### src/rtl/pcs_rx_block_sync.sv
// rtl/pcs_rx_block_sync.sv - 10GBASE-R RX block lock FSM with x^58+x^39+1 descrambler
module pcs_rx_block_sync #(
  parameter int LOCK_CNT  = 64,
  parameter int BAD_MAX   = 16,
  parameter int SLIP_WAIT = 2,
  parameter int ERR_W     = 8
) (
  input  logic             clk,
  input  logic             rst_n,
  input  logic [63:0]      rx_data,
  input  logic [1:0]       rx_header,
  input  logic             rx_valid,
  output logic             rx_slip,
  output logic             block_lock,
  output logic [63:0]      dout_data,
  output logic [1:0]       dout_header,
  output logic             dout_valid,
  output logic [ERR_W-1:0] hdr_err_cnt,
  input  logic             err_cnt_clr
);

  localparam int SH_W   = $clog2(LOCK_CNT + 1);
  localparam int BAD_W  = $clog2(BAD_MAX + 1);
  localparam int WAIT_W = $clog2(SLIP_WAIT + 1);

  localparam logic [SH_W-1:0]   LOCK_CNT_V  = SH_W'(LOCK_CNT);
  localparam logic [BAD_W-1:0]  BAD_MAX_V   = BAD_W'(BAD_MAX);
  localparam logic [WAIT_W-1:0] SLIP_WAIT_V = WAIT_W'(SLIP_WAIT);

  typedef enum logic [1:0] {
    HUNT   = 2'd0,
    SLIP   = 2'd1,
    LOCKED = 2'd2
  } state_e;

  state_e             state_q, state_d;
  logic [SH_W-1:0]    sh_cnt_q, sh_cnt_d;
  logic [BAD_W-1:0]   bad_cnt_q, bad_cnt_d;
  logic [WAIT_W-1:0]  wait_cnt_q, wait_cnt_d;
  logic               rx_slip_q, rx_slip_d;
  logic               block_lock_q, block_lock_d;
  logic [ERR_W-1:0]   hdr_err_cnt_q, hdr_err_cnt_d;
  logic [57:0]        ds_state_q, ds_state_d;
  logic [63:0]        dout_data_q, dout_data_d;
  logic [1:0]         dout_header_q, dout_header_d;
  logic               dout_valid_q, dout_valid_d;

  logic               hdr_ok;
  logic [SH_W-1:0]    sh_inc;
  logic [BAD_W-1:0]   bad_inc;
  logic [WAIT_W-1:0]  wait_inc;
  logic [121:0]       ds_x;
  logic [63:0]        ds_out;

  // Only 01 and 10 are legal sync headers; the increments are shared by all FSM arms.
  always_comb begin
    hdr_ok   = (rx_header == 2'b01) || (rx_header == 2'b10);
    sh_inc   = sh_cnt_q + SH_W'(1);
    bad_inc  = bad_cnt_q + BAD_W'(1);
    wait_inc = wait_cnt_q + WAIT_W'(1);
  end

  // Block-lock FSM: hunt for LOCK_CNT good headers, slip on error, monitor while locked.
  always_comb begin
    state_d      = state_q;
    sh_cnt_d     = sh_cnt_q;
    bad_cnt_d    = bad_cnt_q;
    wait_cnt_d   = wait_cnt_q;
    rx_slip_d    = 1'b0;
    block_lock_d = block_lock_q;
    if (rx_valid) begin
      unique case (state_q)
        HUNT: begin
          if (hdr_ok) begin
            if (sh_inc == LOCK_CNT_V) begin
              state_d      = LOCKED;
              block_lock_d = 1'b1;
              sh_cnt_d     = '0;
              bad_cnt_d    = '0;
            end else begin
              sh_cnt_d = sh_inc;
            end
          end else begin
            state_d    = SLIP;
            rx_slip_d  = 1'b1;
            sh_cnt_d   = '0;
            bad_cnt_d  = '0;
            wait_cnt_d = '0;
          end
        end
        SLIP: begin
          // Headers are ignored while the gearbox settles on its new alignment.
          if (wait_inc >= SLIP_WAIT_V) begin
            state_d    = HUNT;
            wait_cnt_d = '0;
          end else begin
            wait_cnt_d = wait_inc;
          end
        end
        LOCKED: begin
          // Losing lock takes priority over closing the window on the same block.
          if (!hdr_ok && (bad_inc == BAD_MAX_V)) begin
            state_d      = SLIP;
            block_lock_d = 1'b0;
            rx_slip_d    = 1'b1;
            sh_cnt_d     = '0;
            bad_cnt_d    = '0;
            wait_cnt_d   = '0;
          end else if (sh_inc == LOCK_CNT_V) begin
            sh_cnt_d  = '0;
            bad_cnt_d = '0;
          end else begin
            sh_cnt_d = sh_inc;
            if (!hdr_ok) begin
              bad_cnt_d = bad_inc;
            end
          end
        end
        default: begin
          state_d      = HUNT;
          block_lock_d = 1'b0;
          sh_cnt_d     = '0;
          bad_cnt_d    = '0;
          wait_cnt_d   = '0;
        end
      endcase
    end
  end

  // Saturating invalid-header counter; a clear request overrides a coincident increment.
  always_comb begin
    hdr_err_cnt_d = hdr_err_cnt_q;
    if (err_cnt_clr) begin
      hdr_err_cnt_d = '0;
    end else if (rx_valid && (state_q == LOCKED) && !hdr_ok &&
                 (hdr_err_cnt_q != {ERR_W{1'b1}})) begin
      hdr_err_cnt_d = hdr_err_cnt_q + ERR_W'(1);
    end
  end

  // Parallel feed-forward descrambler: ds_x[58+k] is payload bit k, ds_x[j<58] the history.
  always_comb begin
    ds_x   = {rx_data, ds_state_q};
    ds_out = '0;
    for (int k = 0; k < 64; k++) begin
      ds_out[k] = ds_x[k + 58] ^ ds_x[k + 19] ^ ds_x[k];
    end
    ds_state_d = rx_valid ? rx_data[63:6] : ds_state_q;
  end

  // Output stage: capture descrambled block only when valid and already locked.
  always_comb begin
    dout_valid_d  = rx_valid & block_lock_q;
    dout_data_d   = dout_data_q;
    dout_header_d = dout_header_q;
    if (rx_valid && block_lock_q) begin
      dout_data_d   = ds_out;
      dout_header_d = rx_header;
    end
  end

  // State register for FSM, counters, descrambler history and outputs.
  always_ff @(posedge clk or negedge rst_n) begin
    if (!rst_n) begin
      state_q       <= HUNT;
      sh_cnt_q      <= '0;
      bad_cnt_q     <= '0;
      wait_cnt_q    <= '0;
      rx_slip_q     <= 1'b0;
      block_lock_q  <= 1'b0;
      hdr_err_cnt_q <= '0;
      ds_state_q    <= {58{1'b1}};
      dout_data_q   <= '0;
      dout_header_q <= '0;
      dout_valid_q  <= 1'b0;
    end else begin
      state_q       <= state_d;
      sh_cnt_q      <= sh_cnt_d;
      bad_cnt_q     <= bad_cnt_d;
      wait_cnt_q    <= wait_cnt_d;
      rx_slip_q     <= rx_slip_d;
      block_lock_q  <= block_lock_d;
      hdr_err_cnt_q <= hdr_err_cnt_d;
      ds_state_q    <= ds_state_d;
      dout_data_q   <= dout_data_d;
      dout_header_q <= dout_header_d;
      dout_valid_q  <= dout_valid_d;
    end
  end

  assign rx_slip     = rx_slip_q;
  assign block_lock  = block_lock_q;
  assign dout_data   = dout_data_q;
  assign dout_header = dout_header_q;
  assign dout_valid  = dout_valid_q;
  assign hdr_err_cnt = hdr_err_cnt_q;

endmodule

### config.mk
export PLATFORM = sky130hd
export DESIGN_NAME = pcs_rx_block_sync
export DESIGN_NICKNAME = d
export VERILOG_FILES = /design/src/rtl/pcs_rx_block_sync.sv
export SDC_FILE = /design/constraint.sdc
export NUM_CORES = 1
export LEC_CHECK = 0
export BUFFER_PORTS_ARGS = -buffer_cell sky130_fd_sc_hd__buf_4
export CORE_MARGIN = 10
export CORE_UTILIZATION = 35
export CTS_CLUSTER_SIZE = 30
export DETAILED_ROUTE_END_ITERATION = 6
export GPL_TIMING_DRIVEN = 0
export MAX_ROUTING_LAYER = met4
export PLACE_DENSITY = 0.6
export SYNTH_ARGS = -nofsm -noshare
export SYNTH_HDL_FRONTEND = slang
export SYNTH_SLANG_ARGS = --single-unit
### constraint.sdc
create_clock -name clk -period 4.6 [get_ports clk]
set_input_delay 0.23 -clock clk [delete_from_list [all_inputs] [get_ports clk]]
set_output_delay 0.23 -clock clk [all_outputs]
set_load 0.01 [all_outputs]
# [Word-level counts from Yosys, hierarchy flattened]
# Cells that the tools add are included.
# W data, S select, Z words.
[op_classes] shift=0 bitwise=130 add_sub_neg=4 n_mul=0 order_cmp=1 n_eq_ne=14 reduce_logical=14 n_mux=29 div=0
[op_table] op="$xor A1 B1 Y1" n=128
[op_table] op="$mux W5" n=5
[op_table] op="$mux W7" n=3
[op_table] op="$pmux W7 S3" n=1
[op_table] op="$mux W8" n=2
[op_table] op="$pmux W5 S3" n=1
[op_table] op="$mux W2" n=7
[op_table] op="$pmux W2 S3" n=2
[op_table] op="$ne A2 B2 Y1 const B" n=5
[op_table] op="$add A8 B1 Y8 const B" n=1
[op_table] op="$ne A8 B8 Y1 const B" n=1
[op_table] op="$reduce_and A4 Y1" n=2
[op_table] op="$add A7 B1 Y7 const B" n=1
[op_table] op="$eq A7 B7 Y1 const B" n=1
[op_table] op="$mux W1" n=6
[op_table] op="$add A5 B1 Y5 const B" n=1
[op_table] op="$eq A5 B5 Y1 const B" n=1
[op_table] op="$logic_and A1 B1 Y1" n=5
[op_table] op="$reduce_and A5 Y1" n=1
[op_table] op="$eq A2 B1 Y1 const B" n=2
[op_table] op="$eq A2 B2 Y1 const B" n=2
[op_table] op="$ne A4 B4 Y1 const B" n=1
[op_table] op="$ne A3 B3 Y1 const B" n=1
[op_table] op="$pmux W1 S3" n=1
[op_table] op="other kinds (11)" n=11
[totals] input_bits=70 latchBits=0 out_inout_bits=77 register_bits=151 mem_bits_ro=0 wordCells=203 memories=0 ramBits=0

# [Logic depth before layout (Yosys ltp)]
[depth] depth_word=7 depth_mapped=7 mapped_depth_nobuf=6

# [Worst setup path after synthesis]
# Ideal clock, no wire load.
[synth_path] path_type="reg-to-reg" start="register bad_cnt_q[0]" end="register bad_cnt_q[2]" setup_ns=0.082 required_time_ns=4.518 arrival_ns=1.757 slack_ns=2.761 path_buffers=0 stages_incl_launch_ff=7 synth_period_minus_slack_ns=1.839 path_cell_list="dfrtp_1 -> ha_1 -> or2b_4 -> nand4_4 -> o31ai_4 -> or4_4 -> o22ai_1"
[synth_between] elab_chain_cells=5 elab_cells_between_ends=9 classes_between="add/sub: 1; eq/ne: 2; mux: 4; reduce/logical: 2"
[synth_lines] element="start, declared" line_no="38" rtl="logic [BAD_W-1:0] bad_cnt_q, bad_cnt_d;"
[synth_lines] element="start signal, assigned" line_no="179" rtl="bad_cnt_q <= bad_cnt_d;"
[synth_lines] element="$add A5 B1 Y5 (*)" line_no="59" rtl="bad_inc = bad_cnt_q + BAD_W'(1);"
[synth_lines] element="$eq A5 B5 Y1 or $mux W5 (tied branches)" line_no="102, 114"
[synth_lines] element="$logic_and A1 B1 Y1 or $mux W5 (tied branches)" line_no="102, 109"
[synth_lines] element="$ne A4 B4 Y1 (no line) or $mux W5 (tied branches)"
[synth_lines] element="$reduce_and A4 Y1 (no line) or $pmux W5 S3 (tied branches)"
# Mark *: on every way between the ends. The rest lies on a longest branch, timed or not. The select of a mux whose other input is x is not followed.
# A chain may end at the register's enable or synchronous reset.

# [Final worst setup path]
# Same ends and word-level chain as after synthesis.

==> results.yml <==
clock_tree:
  cts_resized: 0
  cts_buffers: 17
  h-tree-depth: 4
  worstSkewPairLatency_ns: 0.43
  clk_pin_slew_ns: 0.07
  root_buffer: "clkbuf_16"
  cts_tree: "yes"
  cts_setup_buffers: 0
  clock_sinks: 151
  clockBufferDepth: 2
  hold_buffers: 1
setup_path:
  max_stage_delay_ns: 0.59
  r2r_start: "bad_cnt_q[0]"
  cp.arrival_ns: 2.39
  slowest_stage: "or4_4"
  endpoint_kind: "flip-flop"
  path_class: "reg -> reg"
  rrSetupSlack_ns: 2.54
  start_kind: "flip-flop"
  worstPathRequired_ns: 4.93
  worstPathCellList: "ha_1, nand3_1, xnor2_2, o31ai_4, or4_4, o22ai_1"
  crit_start: "bad_cnt_q[0]"
  path_max_fanout: 4
power:
  peakVddDrop_uv: 232
  p_per_area_mw_per_mm2: 370
  seq_power_share: 0.445
  switching_power_uw: 930
  switching_share: 0.273
  pwr-share-clk: 0.418
  p_int_mw: 2.47
  combPwrFrac: 0.137
  total_leakage_power_nw: 4.08
synthesis:
  synth_xor_area_frac: 0.175
  yosysTopAreaCell: "dfrtp_1"
  syn-cell-area_mm2: 0.00713
  synth_compound_area_frac: 0.0769
  synth-seq-cells: 151
  synth_ff_type: "dfrtp_1"
  ys_warn_count: 0
  synth.avg_cell_area_um2: 11.6
  synth_common_cells: "dfrtp_1 (93), nand2_1 (77), xnor2_1 (70), o21ai_0 (69), xor2_1 (66)"
  async_flop_share: 1.00
  netlist.area_leader.share: 0.326
  synth-simple-area-share: 0.0765
  synthCells: 613
  synth_edf_count: 0
  synthesis.nets: 688
  seq_area_frac_synth: 0.540
  yosys.area_share.adder: 0.00877
  ys_types: 41
  ys_top_cells_by_area: "dfrtp_1 (33%), dfstp_2 (21%), mux2_2 (9.5%)"
  synth_top_family_by_area: "XOR/XNOR gates"
  synth.area.mux_share: 0.102
  yosysMostFrequentCell: "dfrtp_1"
floorplan:
  core_area_mm2: 0.0202
  fp.dieW_um: 163
  fp-row-count: 52
  die_h_um: 163
  dieArea_mm2: 0.0265
  start_util: 0.354
  io_pins: 147
finish:
  seq_area_mm2: 0.00385
  fin_area_mm2: 0.00920
  nFillCells: 1938
  layout.nets: 854
  synthToLayoutAreaGrowth_pct: 29.1
  multi_input_area_mm2: 0.00313
  drive_above_1_share: 0.389
outcome:
  status: "finished, final reports clean"
hold_path:
  hp-start: "rx_data[51]"
  hp-class: "in -> reg"
job:
  max_cap_violations: 0
drt:
  drt-pass1-iter-count: 5
  drt_iter0_drc: 298
  via_count: 5056
  drt-total-wl_um: 21300
  drc: 0
  vias_per_cell: 4.76
  detail-route-antenna-nets: 0
  wl_per_cell_um: 20.1
global_routing:
  grt_max_degree: 81
  grt_pass1_wl_um: 32400
  antenna_found_initial: 1
  grt-ovfl-total: 0
  first_global_vias: 5279
  track_usage: 0.167
sta:
  relSlewSlack: 0.334
  slew_viol_final: 0
  grt_setup_unrepaired: "no"
  setup_violations: 0
  max_freq_ghz: 0.485
  worst_slew_pin_slew_ns: 0.998
  fin_crit_sh: 0.448
  finalHoldViolations: 0
  skew_ns: 0.00952
  tns_ns: 0
  min_period_ns: 2.06
placed_design:
  place.detailed.hpwl_um: 15400
  port_buffers: 145
  place_congestion: 0.846
  placed_cell_area_mm2: 0.00859
cells in the final DEF, fill, tap and decap left out, drive strengths merged, types with 2 or more instances in the layout:
| cell type | count |
|---|---|
| clkinv | 6 |
| nor3 | 9 |
| mux2i | 5 |
| dfrtp | 93 |
| inv | 19 |
| nor2 | 15 |
| mux2 | 60 |
| xor2 | 66 |
| o21ai | 69 |
| xnor2 | 73 |
| o211ai | 3 |
| ha | 5 |
| a21oi | 5 |
| nand2b | 3 |
| a22o | 3 |
| nand3 | 9 |
| a31oi | 2 |
| o22ai | 4 |
| clkbuf | 39 |
| dfstp | 58 |
| buf | 149 |
| nand4 | 4 |
| nand2 | 77 |
layer usage:
metal / GRT usage / share of wire
met1: 0.214 / 0.46
met2: 0.261 / 0.49
met3: 0.0415 / 0.044
met4: 0.0381 / 0.0082
met5: - / 0
state kept, by name, summed over array words and instances, names as in the netlist, 2 cells and up:
signal and flops:
bad_cnt_q 5, dout_data 64, dout_header 2, ds_state_q 58, hdr_err_cnt 8, sh_cnt_q 7, state_q 2, wait_cnt_q 2
kinds of logic (layout without fill, tap and decap cells):
logic type | Yosys count | after routing
buf+inv | 37 | 216
flops | 151 | 151
simple gates | 122 | 122
mux | 65 | 65
other cells | 0 | 1
xor+xnor | 139 | 139
compound gates | 94 | 94
fa+ha+maj | 5 | 5
layout make-up:
type                    count  area share
repair buffers            147       0.123
plain buffers              24      0.0106
diodes                      1    0.000272
clock buffers              18      0.0477
multi-input cells         425       0.340
flip-flops and latches    151       0.418
clock inverters            14      0.0177
inverters                  13     0.00530
well taps                 270      0.0367
power by group through the flow:
| stage | sequential, mW | clock (mW) | combinational, mW |
|---|---|---|---|
| 6_report | 1.52 | 1.42 | 0.465 |
| 5_1_grt | 1.53 | 1.52 | 0.511 |
| 4_1_cts | 1.52 | 1.45 | 0.472 |
| 3_5_place_dp | 1.54 | 0 | 0.470 |
| 3_3_place_gp | 1.54 | 0 | 0.459 |
| 2_1_floorplan | 1.52 | 0 | 0.310 |
critical path, delay by kind of cell, from the launching register on:
family          cells  cell delay [ns]
compound gates      2             0.30
flops               1             0.41
xor+xnor            1             0.30
simple gates        2             0.74
fa+ha+maj           1             0.23
through the flow:
stage	std cells	worst slack (ns)	hold WS (ns)	total power, mW	utilization
after floorplan	613	2.76	-0.0656	1.83	-
after global placement	1028	2.39	0.464	2.00	0.424
after detailed placement	1029	2.39	0.299	2.01	0.426
after CTS	1062	2.53	0.0354	3.44	0.456
after global routing	1063	2.40	0.0376	3.56	0.456
final	1063	2.54	0.0489	3.40	0.456
final timing paths:
path / to / cells after the start
worst max register to register: bad_cnt_q[2] / 6
min in group asynchronous: hdr_err_cnt[6] / 2
max in group asynchronous: ds_state_q[22] / 3
worst min register to register: dout_data[10] / 2
worst max-delay path: bad_cnt_q[2] / 6
worst min-delay path: ds_state_q[45] / 2
(Power assumes the default switching activity.)
